[src/rtl/ysyx_23060208_ifu.sv]
// ysyx_23060208_ifu - instruction fetch unit for the multi-cycle NPC core.
// Owns the PC and fetches one instruction at a time over an AXI4-Lite read
// port. Each instruction is handed to the IDU as {pc, inst}. The unit then
// waits for the EXU to return the next PC, so it never fetches speculatively.
// Optional feature macro: YSYX_23060208_IFU_PERF_EN enables the two
// performance counters. When it is undefined, both counter ports read as 0.
module ysyx_23060208_ifu #(
    parameter int                    DATA_WIDTH = 32,
    parameter logic [DATA_WIDTH-1:0] RESET_PC   = DATA_WIDTH'(32'h8000_0000)
) (
    input  logic                      clock,
    input  logic                      reset,
    // AXI4-Lite read address channel
    output logic [DATA_WIDTH-1:0]     araddr,
    output logic                      arvalid,
    input  logic                      arready,
    // AXI4-Lite read data channel
    input  logic [DATA_WIDTH-1:0]     rdata,
    input  logic [1:0]                rresp,
    input  logic                      rvalid,
    output logic                      rready,
    // IFU -> IDU handshake
    output logic [2*DATA_WIDTH-1:0]   ifu_to_idu_bus,
    output logic                      ifu_to_idu_valid,
    input  logic                      idu_allowin,
    // next PC returned by the EXU
    input  logic [DATA_WIDTH-1:0]     exu_nextpc,
    input  logic                      exu_nextpc_valid,
    // status and performance
    output logic                      fetch_err,
    output logic [31:0]               perf_fetch_cnt,
    output logic [31:0]               perf_stall_cnt
);

    typedef enum logic [2:0] {
        BOOT    = 3'd0,
        AR      = 3'd1,
        R       = 3'd2,
        SEND    = 3'd3,
        WAIT_PC = 3'd4
    } state_t;

    state_t                  state_reg;
    logic [DATA_WIDTH-1:0]   pc_reg;
    logic [DATA_WIDTH-1:0]   inst_reg;
    logic                    fetch_err_reg;

    // Fetch FSM. It also holds the PC, the latched instruction and the sticky error flag.
    always_ff @(posedge clock or negedge reset) begin
        if (!reset) begin
            state_reg     <= BOOT;
            pc_reg        <= RESET_PC;
            inst_reg      <= '0;
            fetch_err_reg <= 1'b0;
        end else begin
            case (state_reg)
                BOOT: begin
                    state_reg <= AR;
                end
                AR: begin
                    if (arready) begin
                        state_reg <= R;
                    end
                end
                R: begin
                    if (rvalid) begin
                        inst_reg  <= rdata;
                        state_reg <= SEND;
                        // A faulted fetch is still delivered. Only the flag records it.
                        if (rresp != 2'b00) begin
                            fetch_err_reg <= 1'b1;
                        end
                    end
                end
                SEND: begin
                    if (idu_allowin) begin
                        state_reg <= WAIT_PC;
                    end
                end
                WAIT_PC: begin
                    // The EXU strobe is honoured only here. Strobes in other states are dropped.
                    if (exu_nextpc_valid) begin
                        pc_reg    <= exu_nextpc;
                        state_reg <= AR;
                    end
                end
                default: begin
                    state_reg <= BOOT;
                end
            endcase
        end
    end

    // Handshake outputs are decoded from the state register alone. This keeps
    // them free of input-to-output paths and makes them drop as soon as reset asserts.
    assign arvalid          = (state_reg == AR);
    assign rready           = (state_reg == R);
    assign ifu_to_idu_valid = (state_reg == SEND);
    assign araddr           = pc_reg;
    assign ifu_to_idu_bus   = {pc_reg, inst_reg};
    assign fetch_err        = fetch_err_reg;

`ifdef YSYX_23060208_IFU_PERF_EN
    logic [31:0] fetch_cnt_reg;
    logic [31:0] stall_cnt_reg;

    // Performance counters. They count delivered instructions and cycles spent on the bus. Both wrap modulo 2^32.
    always_ff @(posedge clock or negedge reset) begin
        if (!reset) begin
            fetch_cnt_reg <= 32'd0;
            stall_cnt_reg <= 32'd0;
        end else begin
            if ((state_reg == SEND) && idu_allowin) begin
                fetch_cnt_reg <= fetch_cnt_reg + 32'd1;
            end
            if ((state_reg == AR) || (state_reg == R)) begin
                stall_cnt_reg <= stall_cnt_reg + 32'd1;
            end
        end
    end

    assign perf_fetch_cnt = fetch_cnt_reg;
    assign perf_stall_cnt = stall_cnt_reg;
`else
    assign perf_fetch_cnt = 32'd0;
    assign perf_stall_cnt = 32'd0;
`endif

endmodule

[config.mk]
export PLATFORM = sky130hd
export DESIGN_NAME = ysyx_23060208_ifu
export DESIGN_NICKNAME = d
export VERILOG_FILES = /design/src/rtl/ysyx_23060208_ifu.sv
export SDC_FILE = /design/constraint.sdc
export NUM_CORES = 1
export LEC_CHECK = 0
export ABC_AREA = 1
export CAP_MARGIN = 20
export CORE_AREA = 2 2 99 101
export DETAILED_ROUTE_END_ITERATION = 8
export DIE_AREA = 0 0 101 103
export PLACE_DENSITY = 0.92
export SYNTH_ARGS = -nofsm -noshare
export SYNTH_HDL_FRONTEND = slang
export SYNTH_SLANG_ARGS = --single-unit
[constraint.sdc]
create_clock -name clock -period 2.6 [get_ports clock]
set_input_delay 0.78 -clock clock [delete_from_list [all_inputs] [get_ports clock]]
set_output_delay 0.78 -clock clock [all_outputs]
set_load 0.01 [all_outputs]
==> results.py <==
metrics = {
    "run_status": {
        "status": "finished, final reports clean",
    },
    "power": {
        "p_seq_share_pct": 34.7,
        "power_density_nw_per_um2": 1120,
        "swShare_pct": 34.9,
        "leakage_uw": 0.00252,
        "ir_worst_vdd_mv": 0.420,
        "combPwrFrac_pct": 49.3,
        "p_int_uw": 3670,
        "switchingPower_uw": 1970,
        "p_total_uw": 5640,
        "clock_power_share_pct": 16.0,
    },
    "die": {
        "die_x_um": 101,
        "fp.dieArea_um2": 10400,
        "die_h_um": 103,
        "start_util_pct": 37.5,
        "design.core.area_um2": 9460,
        "io_pins": 236,
        "num_rows": 36,
    },
    "place": {
        "io_buffers": 171,
        "hpwl_um": 6210,
        "gp_congestion": 0.810,
    },
    "global_routing": {
        "antenna_found_initial": 1,
        "grt_max_degree": 69,
        "grt_pass1_wl_um": 12100,
        "gr-usage-all-layers_pct": 14.9,
        "grt-ovfl-total": 0,
        "grt_pass1_vias": 2568,
    },
    "synthesis": {
        "synthTopCellsByCount": "133 x nand2_1, 97 x buf_4, 67 x dfrtp_1",
        "yosysWarnings": 0,
        "ys_seq_area_share_pct": 48.0,
        "synth_cell_types": 24,
        "yosysMostFrequentCell": "nand2_1",
        "synthCells": 407,
        "async_reset_ff_share_pct": 100,
        "ys.flop_type": "dfrtp_1",
        "synth_top_area_share_pct": 47.3,
        "yosys-top-cells-area": "dfrtp_1 47%, buf_4 21%, nand2_1 14%",
        "synth_edf_count": 0,
        "avgSynthCellArea_um2": 8.72,
        "yosys_register_bits": 68,
        "synth.cell_area_um2": 3550,
        "synth_largest_area_cell": "dfrtp_1",
    },
    "detailed_routing": {
        "wl_met3_um": 438,
        "met1Wirelength_um": 2970,
        "drt_wl_total_um": 7960,
        "drtIter0Drc": 62,
        "vias_per_cell": 4.08,
        "wire_per_inst_um": 12.1,
        "drt_pass1_iterations": 4,
        "top_layer": "met5",
        "vias": 2695,
        "ant_nets": 0,
        "drc": 0,
        "met2_wirelength_um": 4370,
    },
    "worst_hold_path": {
        "hold_class": "in -> async",
    },
    "layout": {
        "fillCellCount": 865,
        "final_core_util_pct": 53.0,
        "drive_gt1_share_pct": 5.68,
        "nets": 615,
        "area_delta_synth_final_pct": 41.3,
        "antenna_cells": 0,
    },
    "clock_network": {
        "clk_latency_ns": 0.33,
        "clock-sinks": 68,
        "clk_pin_slew_ns": 0.07,
        "holdBufCountCts": 0,
        "cts_root_buf": "clkbuf_8",
        "clockBufferDepth": 2,
        "cts_max_level": 3,
        "cts_inserted_buffers": 9,
        "cts_tree": "built",
    },
    "worst_setup_path": {
        "critPathCaptureType": "output pin",
        "arrival_ns": 1.68,
        "worst_r2r_endpoint": "araddr[21]",
        "reg2reg_depth": 3,
        "crit_type": "reg -> out",
        "crit_required_ns": 1.82,
        "r2r_start": "state_reg[1]",
        "worstPathMaxFanout": 7,
        "startpoint": "state_reg[2]",
        "r2r_slack_ns": 0.96,
        "endpoint": "rready",
        "start_kind": "flop",
    },
    "sta": {
        "slew_violations": 0,
        "relSlewSlack_pct": 60.7,
        "tns_ns": 0,
        "fin_crit_sh_pct": 94.7,
        "clock_skew_ns": 0.00955,
        "tightest_slew_ns": 0.590,
        "rsz0062_at_grt": "false",
        "period_needed_ns": 2.46,
        "setup_viol": 0,
        "max_freq_ghz": 0.406,
        "hold_viol": 0,
    },
    "flow_run": {
        "drv_cap": 0,
    },
}
power by group through the flow:
stage	registers, µW	logic (µW)	clock network, µW
after global placement	1940	2720	0
after detailed placement	1980	2800	0
after floorplan	2090	1360	0
after global routing	2030	3030	979
final	1960	2780	900
after CTS	1960	2810	928
area by class of cell:
class	count	area, µm²	area share [%]
multi-input combinational	252	1070	21.4
timing repair buffer	172	1730	34.5
sequential	68	1710	34.0
inverter	40	155	3.10
clock inverter	1	30.0	0.599
tap	114	143	2.85
clock buffer	13	179	3.57
logic make-up after synthesis:
group	count (synthesis)	synth area share (%)
AND/OR/NAND/NOR	152	18.0
other	1	0.106
flip-flops	68	48.0
buffers and inverters	150	28.4
AO/OA/AOI/OAI	36	5.47
placed cells by master (no fill, tap or decap), drive strengths merged:
cell	count
nor2	7
bufinv	1
o21ai	34
buf	2
clkbuf	13
dfstp	1
nand3	4
dfrtp	67
or2	1
nor3	1
o21bai	1
conb	64
a21oi	1
inv	40
clkdlybuf4s50	170
nand2	139
routing by layer:
| layer | vias up | track usage, % |
|---|---|---|
| met1 | 1259 | 16.8 |
| met3 | 14 | 3.53 |
| met5 | - | 0 |
| met4 | 2 | 7.38 |
| met2 | 92 | 26.5 |
| li1 | 1328 | - |
worst max-delay path: stages (launching register included):
cell and delay (ns):
dfrtp_2 0.48, nor2_4 0.16, nand2_4 0.08, inv_1 0.08, clkdlybuf4s50_1 0.57
worst min-delay path by stage:
stage / endpoint / slack, ns / cells past startpoint
floorplan: araddr[0] / 0.48 / 0
global placement: inst_reg[12] / 0.45 / 2
detailed placement: inst_reg[3] / 0.46 / 2
CTS: inst_reg[31] / 0.47 / 2
global route: inst_reg[25] / 0.47 / 2
finish: inst_reg[25] / 0.45 / 2
through the flow:
step	area [µm²]	std cells	worst slack [ns]	hold WS [ns]
floorplan	3780	470	0.991	0.484
global placement	4800	646	0.372	0.455
detailed placement	4800	646	0.315	0.462
CTS	5010	660	0.0535	0.472
global route	5010	660	0.00812	0.470
finish	5010	660	0.137	0.452
what timing repair did:
| item | 4_1_cts | 5_1_grt |
|---|---|---|
| endpoints found under the hold margin | 0 | 0 |
| gates resized for setup | 0 | 2 |
| setup buffers | 0 | 0 |
| setup endpoints to repair | 0 | 2 |
Note: power is estimated with default switching activity, not from simulation.
